**src/rtl/cpu_tick_pkg.sv**
```systemverilog
// rtl/cpu_tick_pkg.sv - Shared types, defaults and reset values for the CPU tick generator.
package cpu_tick_pkg;

   localparam int DIV_WIDTH_DEF = 16;
   localparam int CNT_WIDTH_DEF = 32;

   typedef enum logic [1:0] {
      HALTED = 2'd0,
      RUN    = 2'd1,
      STEP   = 2'd2
   } tick_state_e;

   localparam tick_state_e STATE_RST   = HALTED;
   localparam logic        TICK_RST    = 1'b0;
   localparam logic        RUNNING_RST = 1'b0;
   localparam logic        BP_HIT_RST  = 1'b0;

   function automatic logic state_active(input tick_state_e s);
      return (s == RUN) || (s == STEP);
   endfunction

endpackage

```
**src/rtl/tick_divider.sv**
```systemverilog
// rtl/tick_divider.sv - Tick divider: counts up to div_ratio, flags expiry, held at zero while idle.
module tick_divider
   import cpu_tick_pkg::*;
#(
   parameter int DIV_WIDTH = DIV_WIDTH_DEF
) (
   input  logic                 clk,
   input  logic                 reset,
   input  logic                 hold,
   input  logic [DIV_WIDTH-1:0] div_ratio,
   output logic                 expire
);

   logic [DIV_WIDTH-1:0] cnt_q, cnt_d;

   // >= rather than == so a ratio lowered below the count expires at once
   always_comb begin
      expire = 1'b0;
      cnt_d  = cnt_q;
      if (hold) begin
         cnt_d = '0;
      end else if (cnt_q >= div_ratio) begin
         expire = 1'b1;
         cnt_d  = '0;
      end else begin
         cnt_d = cnt_q + DIV_WIDTH'(1);
      end
   end

   always_ff @(posedge clk) begin
      if (reset) begin
         cnt_q <= '0;
      end else begin
         cnt_q <= cnt_d;
      end
   end

endmodule

```
**src/rtl/cpu_tick_gen.sv**
```systemverilog
// rtl/cpu_tick_gen.sv - CPU state-advance enable: run/halt/step FSM, divider, tick counter.
// Optional breakpoint halt enabled by CPU_TICK_BREAKPOINT_EN.
module cpu_tick_gen
   import cpu_tick_pkg::*;
#(
   parameter int DIV_WIDTH = DIV_WIDTH_DEF,
   parameter int CNT_WIDTH = CNT_WIDTH_DEF
) (
   input  logic                 Clock,
   input  logic                 Reset,
   input  logic [DIV_WIDTH-1:0] DivRatio,
   input  logic                 Go,
   input  logic                 Halt,
   input  logic                 Step,
   input  logic                 HaltReq,
`ifdef CPU_TICK_BREAKPOINT_EN
   input  logic                 BpEnable,
   input  logic [31:0]          BpAddr,
   input  logic [31:0]          Pc,
   output logic                 BpHit,
`endif
   output logic                 Tick,
   output logic                 Running,
   output logic [CNT_WIDTH-1:0] CycleCount
);

   tick_state_e          state_q, state_d;
   logic                 tick_q, tick_d;
   logic                 running_q, running_d;
   logic [CNT_WIDTH-1:0] cycle_count_q, cycle_count_d;

   logic stop_req;
   logic div_hold;
   logic expire;
   logic bp_stop;

   assign stop_req = Halt | HaltReq;
   assign div_hold = !state_active(state_q);

   tick_divider #(
      .DIV_WIDTH (DIV_WIDTH)
   ) u_tick_divider (
      .clk       (Clock),
      .reset     (Reset),
      .hold      (div_hold),
      .div_ratio (DivRatio),
      .expire    (expire)
   );

`ifdef CPU_TICK_BREAKPOINT_EN
   logic skip_q, skip_d;
   logic bp_hit_q, bp_hit_d;
   logic start;

   assign start   = (state_q == HALTED) && !stop_req && (Go || Step);
   // skip_q lets a resume move off the PC it stopped on
   assign bp_stop = (state_q == RUN) && expire && BpEnable && (Pc == BpAddr) && !skip_q;

   always_comb begin
      skip_d   = skip_q;
      bp_hit_d = bp_hit_q;
      if (start) begin
         skip_d   = 1'b1;
         bp_hit_d = 1'b0;
      end else begin
         if (state_active(state_q) && expire) begin
            skip_d = 1'b0;
         end
         if (bp_stop && !stop_req) begin
            bp_hit_d = 1'b1;
         end
      end
   end

   always_ff @(posedge Clock) begin
      if (Reset) begin
         skip_q   <= 1'b0;
         bp_hit_q <= BP_HIT_RST;
      end else begin
         skip_q   <= skip_d;
         bp_hit_q <= bp_hit_d;
      end
   end

   assign BpHit = bp_hit_q;
`else
   assign bp_stop = 1'b0;
`endif

   always_comb begin
      state_d = state_q;
      tick_d  = 1'b0;
      case (state_q)
         HALTED: begin
            if (stop_req) begin
               state_d = HALTED;
            end else if (Go) begin
               state_d = RUN;
            end else if (Step) begin
               state_d = STEP;
            end
         end
         RUN: begin
            if (stop_req || bp_stop) begin
               state_d = HALTED;
            end else if (expire) begin
               tick_d = 1'b1;
            end
         end
         STEP: begin
            if (stop_req) begin
               state_d = HALTED;
            end else if (expire) begin
               tick_d  = 1'b1;
               state_d = HALTED;
            end
         end
         default: begin
            state_d = STATE_RST;
         end
      endcase
      running_d     = state_active(state_d);
      cycle_count_d = cycle_count_q + CNT_WIDTH'(tick_d);
   end

   always_ff @(posedge Clock) begin
      if (Reset) begin
         state_q       <= STATE_RST;
         tick_q        <= TICK_RST;
         running_q     <= RUNNING_RST;
         cycle_count_q <= '0;
      end else begin
         state_q       <= state_d;
         tick_q        <= tick_d;
         running_q     <= running_d;
         cycle_count_q <= cycle_count_d;
      end
   end

   assign Tick       = tick_q;
   assign Running    = running_q;
   assign CycleCount = cycle_count_q;

endmodule

```
**config.mk**
```make
export PLATFORM = sky130hd
export DESIGN_NAME = cpu_tick_gen
export DESIGN_NICKNAME = d
export VERILOG_FILES = /design/src/rtl/cpu_tick_pkg.sv /design/src/rtl/tick_divider.sv /design/src/rtl/cpu_tick_gen.sv
export SDC_FILE = /design/constraint.sdc
export NUM_CORES = 1
export LEC_CHECK = 0
export BUFFER_PORTS_ARGS = -buffer_cell sky130_fd_sc_hd__buf_2
export CORE_MARGIN = 4
export CORE_UTILIZATION = 45
export DETAILED_ROUTE_END_ITERATION = 8
export GPL_TIMING_DRIVEN = 0
export PLACE_DENSITY = 0.7
export SLEW_MARGIN = 20
export SYNTH_ARGS = -nofsm -noshare
export SYNTH_HDL_FRONTEND = slang
export SYNTH_SLANG_ARGS = --single-unit
```
**constraint.sdc**
```tcl
create_clock -name Clock -period 7.4 [get_ports Clock]
set_clock_uncertainty 0.1 [all_clocks]
set_input_delay 1.11 -clock Clock [delete_from_list [all_inputs] [get_ports Clock]]
set_output_delay 1.11 -clock Clock [all_outputs]
set_load 0.005 [all_outputs]
```
==> results of run 1 <==
## power by group
part	switching [µW]	total (µW)	internal (µW)
clock	96.6	197	100
sequential	0.842	281	280
combinational	13.7	24.1	10.3
## stage by stage
step | cell area (µm²) | setup WS, ns | total power (µW) | std cells | utilization [%]
3_5_place_dp | 3054 | 2.725 | 311.9 | 443 | 54.14
2_1_floorplan | 2694 | 3.495 | 301.7 | 317 | -
5_1_grt | 3166 | 2.630 | 522.4 | 451 | 56.11
3_3_place_gp | 3054 | 2.755 | 311.1 | 443 | 54.14
6_report | 3166 | 2.982 | 502.0 | 451 | 56.11
4_1_cts | 3166 | 3.000 | 507.8 | 451 | 56.11
## registers in the layout, summed over array words and instances (netlist names)
name                  count
u_tick_divider.cnt_q     16
state_q                   2
CycleCount               32
Running                   1
Tick                      1
## worst max-delay path, cell delays in order
cell and delay [ns]:
buf_2 0.08, inv_1 0.03, ha_1 0.29, nand4_1 0.19
nor4_1 0.54, nor3_2 0.12, nor4_1 0.36, ha_1 0.26
ha_1 0.18, and2_1 0.25, nand4_1 0.18, nor4_1 0.55
nand2_1 0.13, xor2_1 0.18, nor2_1 0.06
## cell usage in the layout (no fill, tap or decap), types with 2 or more instances in the layout
cell and instances:
nor2_1 55, buf_2 55, dfxtp_1 52, xor2_1 28
inv_1 25, nand2_1 24, ha_1 23, nand3_1 15
xnor2_1 12, nand4_1 9, a21oi_1 7, nor3_1 6
and3_1 6, nor4_1 6, o21ai_0 6, clkbuf_1 5
nor2b_1 5, clkbuf_8 5, or3_1 4, a21o_1 3
o21a_1 3, a221oi_1 2, o22ai_1 2
## cell type report
type                    instances  area [µm²]
plain buffers                   6       23.77
clock buffers                   5       68.82
clock inverters                 3       42.54
fillers                       535        2476
inverters                      25       93.84
multi-input cells             234        1535
flip-flops and latches         52        1041
well taps                      72       90.09
repair buffers                 54       270.3
## metal layers
| layer | global-route usage, % | part of all wire, % |
|---|---|---|
| met4 | 4.604 | 1.4 |
| met2 | 26.84 | 46 |
| met5 | 0 | 0 |
| met3 | 4.078 | 5.3 |
| met1 | 20.04 | 47 |
## how the worst max path moves through the flow
stage | from | to | cells after the start
5_1_grt | DivRatio[13] | CycleCount[30] | 15
3_5_place_dp | DivRatio[13] | CycleCount[26] | 15
3_3_place_gp | DivRatio[15] | CycleCount[26] | 15
2_1_floorplan | DivRatio[13] | CycleCount[15] | 13
6_report | DivRatio[13] | CycleCount[28] | 15
4_1_cts | DivRatio[13] | CycleCount[28] | 15
## cells by family (layout without fill, tap and decap cells)
kind of cell             Yosys count  after routing  synth area share [%]
AO/OA/AOI/OAI                     30             30                 7.431
XOR/XNOR                          40             40                 13.01
adder cells (fa/ha/maj)           23             23                 10.68
buffers and inverters             31             93                 4.366
flip-flops                        52             52                 38.64
AND/OR/NAND/NOR                  141            141                 25.87
==> flow_summary.toml, run 1 <==
[run_status]
outcome = "completed"

[finish]
nets = 423
drive_gt1_share_pct = 18.21
antenna_cells = 0
syn_to_final_growth_pct = 17.51

[hold_path]
hold_path_depth = 1
hold_end = "u_tick_divider.cnt_q[0]"
hold_path.startpoint = "u_tick_divider.cnt_q[0]"
min_path_type = "flip-flop to flip-flop"

[cts]
clockBufferDepth = 2
post_cts_resized = 0
clock_latency_ns = 0.31
clock-sinks = 52
cts_tree = "built"
postCtsSetupBuffers = 0
clk_pin_slew_ns = 0.10
clock-root-buffer = "clkbuf_8"
cts_hold_buf = 0
cts_buffers = 5
htreeDepth = 2

[yosys]
synth_edf_count = 0
synth_area_leaders = "dfxtp_1 39%, ha_1 11%, xor2_1 9.1%"
ys_seq_elements = 52
syn_avg_cell_area_um2 = 8.498
synth_nets = 362
synth_top_area_share_pct = 38.64
synth_cells = 317
yosysTopAreaCell = "dfxtp_1"
yosysSeqAreaShare_pct = 38.64
synth-main-ff-cell = "dfxtp_1"
yosys-top-cells-count = "55 x nor2_1, 52 x dfxtp_1, 28 x xor2_1, 25 x inv_1, 24 x nand2_1"
ys_types = 40
synth_area_um2 = 2694
async_reset_ff_share_pct = 0
synth.most_common_cell = "nor2_1"
yosys_warnings = 0

[floorplan]
initial_core_util_pct = 47.75
core_area_um2 = 5642
die-area_um2 = 7288
die_width_um = 85.37
io_pins = 56
rows = 27
die_h_um = 85.37

[sta]
max_freq_mhz = 226.3
final.setup.tns_ns = 0
hold_violations = 0
fin_crit_sh_pct = 59.70
fin_crit_ns = 4.418
tightest_slew_ns = 0.6308
setup_viol = 0
slew-limit-headroom_pct = 57.35
whs_ns = 0.4035
maxSlewViolCount = 0
rsz0062_at_grt = "no"

[drt]
viasPerCell = 5.055
ant_nets = 0
drc = 0
vias = 2280
drt_first_pass_iters = 4
wl_per_cell_um = 12.26
first_iter_violations = 52
wirelength_mm = 5.530

[worst_setup_path]
arrival_ns = 4.50
r2r-end = "CycleCount[28]"
r2r-start = "u_tick_divider.cnt_q[0]"
cp.required_ns = 7.48
critPathLaunchType = "primary input"
critical_path_class = "primary input to flip-flop"
r2r_setup_slack_ns = 3.53
crit_fanout = 5
cp-end-kind = "flip-flop"
r2r_cells = 15

[global_route]
grt_max_degree = 17
grtUsageTotal_pct = 15.94
grt_pass1_vias = 2222
antenna_found_initial = 0
grt_remaining_overflow = 0
grt_pass1_wl_mm = 9.687

[placement]
io_buffers = 54
gp_congestion = 0.7958
dp_hpwl_mm = 4.323

[job]
maxCapViolations = 0

[power]
p_leak_uw = 0.001401
power-per-cell-area_nw_per_um2 = 158.6
peakVddDrop_v = 0.0001034
(Power assumes the default switching activity.)
==> inputs of run 2 (changes only) <==
==> constraint.sdc (replaced) <==
create_clock -name Clock -period 4.1 [get_ports Clock]
set_clock_uncertainty 0.1 [all_clocks]
set_input_delay 0.615 -clock Clock [delete_from_list [all_inputs] [get_ports Clock]]
set_output_delay 0.615 -clock Clock [all_outputs]
set_load 0.005 [all_outputs]
==> run 2 against run 1 <==
  * Worst setup slack lost 2.6 ns
  * Utilization rose by 0.22 points
  * Combinational power is 81% higher
  * Highest routed layer unchanged
  * Wire length about the same
  * Sequential share of layout area fell by 0.13 points
  * Global-route usage did not move
  * Largest cell class unchanged
  * Flip-flop and latch count did not move
  * Die area did not move
  * Register-to-register slack worse by 3.0 ns
  * First-iteration DRC count rose by 3.8%
==> flow_summary.toml, run 2 (synthesized netlist as in run 1, its figures left out) <==
[finish]
nFillCells = 534
fin_area_um2 = 3178
nets = 423
antenna_cells = 0
largest_reg_flops = 32
final_cell_mix = "55 x nor2_1, 55 x buf_2, 52 x dfxtp_1"
drive_gt1_share_pct = 18.73
layout.cells.non_filler = 451
syn_to_final_growth_pct = 17.97

[cts]
clk_pin_slew_ns = 0.10
clock-sinks = 52
clockBufferDepth = 2
cts_hold_buf = 0
post_cts_resized = 0
cts_tree = "built"
clock_latency_ns = 0.31
cts_buffers = 5
htreeDepth = 2
postCtsSetupBuffers = 0
clock-root-buffer = "clkbuf_8"

[hold_path]
min_path_type = "flip-flop to flip-flop"
hold_path_depth = 1

[global_route]
grt_pass1_vias = 2222
grt_remaining_overflow = 0
grtUsageTotal_pct = 15.94
antenna_found_initial = 0
grt_pass1_wl_mm = 9.687
grt_max_degree = 17

[power]
peakVddDrop_v = 0.0001866
p_leak_uw = 0.001401
power-per-cell-area_nw_per_um2 = 285.2

[sta]
fin_crit_sh_pct = 89.77
maxSlewViolCount = 0
setup_viol = 0
fin_crit_ns = 3.681
slew-limit-headroom_pct = 57.23
whs_ns = 0.4032
setup_ws_ns = 0.4195
hold_violations = 0
tightest_slew_ns = 0.6326
max_freq_mhz = 271.7
rsz0062_at_grt = "no"

[floorplan]
die-area_um2 = 7288
initial_core_util_pct = 47.75
core_area_um2 = 5642
die_width_um = 85.37
io_pins = 56
die_h_um = 85.37
rows = 27

[job]
maxCapViolations = 0

[worst_setup_path]
critPathSlowestCell = "nor4_2"
r2r_cells = 13
worstPathCellList = "buf_2 -> inv_1 -> ha_1 -> nand4_1 -> nor4_2 -> nor3_2 -> nor4_1 -> ha_1 -> ha_1 -> and2_1 -> nand4_1 -> nor4_2 -> nand2_1 -> xor2_1 -> nor2_1"
arrival_ns = 3.76
cp_common_cell = "ha_1"
critPathMaxStageDelay_ns = 0.44
cp.required_ns = 4.18
critPathLaunchType = "primary input"
cp-end-kind = "flip-flop"
r2r_setup_slack_ns = 0.49
critical_path_class = "primary input to flip-flop"
crit_fanout = 5

[drt]
drt_first_pass_iters = 4
viasPerCell = 5.051
wl_per_cell_um = 12.27
ant_nets = 0
first_iter_violations = 54
drc = 0
wirelength_mm = 5.533
vias = 2278

[placement]
gp_congestion = 0.7958
postPlaceCellArea_um2 = 3054
dp_hpwl_mm = 4.323
place_ws_ns = -0.07995
io_buffers = 54
placed_cells = 443

[run_status]
outcome = "completed"
run 2: worst paths after layout:
| path | start | to |
|---|---|---|
| setup / recovery | DivRatio[13] | CycleCount[28] |
| hold / removal | u_tick_divider.cnt_q[0] | u_tick_divider.cnt_q[0] |
| setup reg to reg | u_tick_divider.cnt_q[13] | CycleCount[28] |
| hold reg to reg | u_tick_divider.cnt_q[0] | u_tick_divider.cnt_q[0] |
run 2: area by class of cell:
cell class | count | area [µm²] | area share, %
clock buffers | 5 | 68.82 | 2.165
well taps | 72 | 90.09 | 2.835
inverters | 25 | 93.84 | 2.953
plain buffers | 6 | 23.77 | 0.7480
multi-input cells | 234 | 1548 | 48.70
flip-flops and latches | 52 | 1041 | 32.76
clock inverters | 3 | 42.54 | 1.339
repair buffers | 54 | 270.3 | 8.504
run 2: power breakdown:
part,switching [µW],internal [µW]
Combinational,25.1,18.7
Clock,174,181
Sequential,1.53,506
run 2: metal layers:
| layer | share of wire (%) | routed length, µm | global-route usage [%] |
|---|---|---|---|
| met1 | 47 | 2608 | 20.04 |
| met2 | 46 | 2561 | 26.84 |
| met3 | 5.1 | 284 | 4.078 |
| met4 | 1.4 | 78 | 4.604 |
| met5 | 0 | 0 | 0 |
run 2: metrics by stage:
stage	TNS (ns)	utilization, %	total power (µW)
floorplan	0	-	544.5
global placement	-0.1447	54.14	561.4
detailed placement	-0.2265	54.14	562.9
CTS	0	56.11	916.6
global route	0	56.33	943.2
finish	0	56.33	906.3
run 2: critical path: cells and delay by family:
kind	cells	cell delay (ns)
xor gates and xnor gates	1	0.17
and+or+nand+nor	9	2.13
buffers and inverters	2	0.11
adders and majority gates	3	0.73
==> inputs of run 3 (changes only) <==
--- a/config.mk
+++ b/config.mk
@@ -5,12 +5,13 @@
 export SDC_FILE = /design/constraint.sdc
 export NUM_CORES = 1
 export LEC_CHECK = 0
+export ABC_AREA = 1
 export BUFFER_PORTS_ARGS = -buffer_cell sky130_fd_sc_hd__buf_2
 export CORE_MARGIN = 4
 export CORE_UTILIZATION = 45
 export DETAILED_ROUTE_END_ITERATION = 8
 export GPL_TIMING_DRIVEN = 0
-export PLACE_DENSITY = 0.7
+export PLACE_DENSITY = 0.69
 export SLEW_MARGIN = 20
 export SYNTH_ARGS = -nofsm -noshare
 export SYNTH_HDL_FRONTEND = slang
==> run 3 against run 2 <==
  * Worst hold slack got worse by 0.032 ns
  * Cell count rose by 16%
  * Worst setup slack improved by 0.36 ns
==> flow_summary.toml, run 3 <==
[job]
maxCapViolations = 0

[global_route]
grt_pass1_wl_mm = 10.18
grt_remaining_overflow = 0
grt_pass1_vias = 2388
antenna_found_initial = 0
grt_max_degree = 16
grtUsageTotal_pct = 16.61

[sta]
max_freq_mhz = 300.9
hold_violations = 0
final.setup.tns_ns = 0
fin_crit_sh_pct = 81.07
maxSlewViolCount = 0
tightest_slew_ns = 0.5721
fin_crit_ns = 3.324
whs_ns = 0.3709
rsz0062_at_grt = "no"
slew-limit-headroom_pct = 61.86
setup_viol = 0

[drt]
drt_first_pass_iters = 4
drc = 0
wirelength_mm = 5.790
wl_per_cell_um = 11.03
vias = 2520
first_iter_violations = 108
viasPerCell = 4.800
ant_nets = 0

[placement]
placed_cells = 517
gp_congestion = 0.8274
dp_hpwl_mm = 4.579
io_buffers = 55

[cts]
clk_pin_slew_ns = 0.09
cts_tree = "built"
clock-root-buffer = "clkbuf_8"
clock-sinks = 52
clock_latency_ns = 0.30
clockBufferDepth = 2
htreeDepth = 2
cts_buffers = 5
cts_hold_buf = 0
postCtsSetupBuffers = 0
post_cts_resized = 0

[finish]
layout.cells.non_filler = 525
final_common_cell = "nand2_1"
drive_gt1_share_pct = 17.56
nFillCells = 598
final_cell_mix = "69 x nand2_1, 68 x inv_1, 56 x buf_2"
syn_to_final_growth_pct = 16.28
nets = 494
antenna_cells = 0
largest_reg_flops = 32

[yosys]
yosysTopAreaCell = "dfxtp_1"
synth_cells = 387
synth_nets = 432
async_reset_ff_share_pct = 0
synth_area_um2 = 2836
yosysSeqAreaShare_pct = 36.70
syn_avg_cell_area_um2 = 7.329
yosys_warnings = 0
ys_types = 31
synth_area_leaders = "dfxtp_1 37%, ha_1 10%, nand2_1 9.1%"
synth.most_common_cell = "nand2_1"
synth_edf_count = 0
ys_seq_elements = 52
yosys-top-cells-count = "69 x nand2_1, 68 x inv_1, 52 x dfxtp_1, 48 x nor2_1, 33 x a21oi_1"
synth_top_area_share_pct = 36.70
synth-main-ff-cell = "dfxtp_1"

[hold_path]
min_path_type = "flip-flop to flip-flop"
hold_path_depth = 1
hold_path.startpoint = "u_tick_divider.cnt_q[0]"

[power]
power-per-cell-area_nw_per_um2 = 259.0
p_seq_share_pct = 59.3
intPower_uw = 659.5
peakVddDrop_v = 0.0002086
p_sw_share_pct = 22.80
power.net_switching_uw = 194.7
p_leak_uw = 0.001621
comb_power_share_pct = 5.2
p_clk_share_pct = 35.5

[worst_setup_path]
worst_path_dominant_cell_family = "simple AND/OR/NAND/NOR gates"
crit_fanout = 4
critPathLaunchType = "primary input"
r2r_cells = 25
cp.depth = 26
critical_path_class = "primary input to flip-flop"
critPathSlowestCell = "ha_1"
path_buf_inv = 2
cp.required_ns = 4.24
arrival_ns = 3.46
startpoint = "DivRatio[3]"
cp_common_cell = "nand2_1"
critPathMaxStageDelay_ns = 0.28
cp-end-kind = "flip-flop"
r2r-start = "u_tick_divider.cnt_q[0]"

[floorplan]
io_pins = 56
die_h_um = 87.40
die-area_um2 = 7638
initial_core_util_pct = 47.07
rows = 28
die_width_um = 87.40
core_area_um2 = 6026

[run_status]
outcome = "completed"
[run 3: cell types whose count changed after synthesis, sizes merged, moves of 3 or more]
cell	before	now
a21oi	7	33
nor4	7	1
xor2	28	9
nor3	7	14
a21o	3	0
or3	4	0
and3	6	2
nor3b	0	4
o21ai	7	13
inv	25	69
nor2b	5	0
nand2	24	71
o21a	3	7
xnor2	12	1
[run 3: area by class of cell]
class	count	area, µm²	area share [%]
plain buffers	4	16.27	0.4932
inverters	69	259.0	7.853
flip-flops and latches	52	1041	31.56
clock buffers	6	82.58	2.504
multi-input cells	262	1520	46.09
repair buffers	55	275.3	8.346
well taps	75	93.84	2.845
clock inverters	2	10.01	0.3035
[run 3: power by group through the flow]
stage / clock (µW) / combinational [µW] / sequential, µW
CTS: 312 / 45.5 / 507
finish: 303 / 44.7 / 507
detailed placement: 0 / 45.3 / 518
floorplan: 0 / 27.0 / 518
global route: 330 / 53.0 / 507
global placement: 0 / 43.6 / 518
[run 3: cells by family after synthesis]
kind of cell,synth area share (%)
XOR/XNOR,3.088
flip-flops,36.70
adder cells (fa/ha/maj),10.15
buffers and inverters,9.704
AND/OR/NAND/NOR,29.42
AO/OA/AOI/OAI,10.94
[run 3: through the flow]
stage | setup WS, ns | cell area [µm²] | utilization, % | total power, µW
floorplan | 0.8885 | 2836 | - | 545.4
global placement | 0.4672 | 3206 | 53.20 | 562.1
detailed placement | 0.4429 | 3206 | 53.20 | 563.8
CTS | 0.7658 | 3298 | 54.73 | 864.6
global route | 0.4215 | 3298 | 54.73 | 890.5
finish | 0.7761 | 3298 | 54.73 | 854.2
[run 3: path summary, 6_finish.rpt]
| kind | slack [ns] | endpoint |
|---|---|---|
| max | 0.78 | CycleCount[30] |
| min | 0.37 | u_tick_divider.cnt_q[0] |
| max reg2reg | 0.82 | CycleCount[30] |
| min reg2reg | 0.37 | u_tick_divider.cnt_q[0] |
[run 3: layer usage]
metal,wire length (µm),track usage [%],part of all wire [%]
met5,0,0,0
met4,80,5.858,1.4
met3,245,3.595,4.2
met2,2596,27.74,45
met1,2867,20.99,50
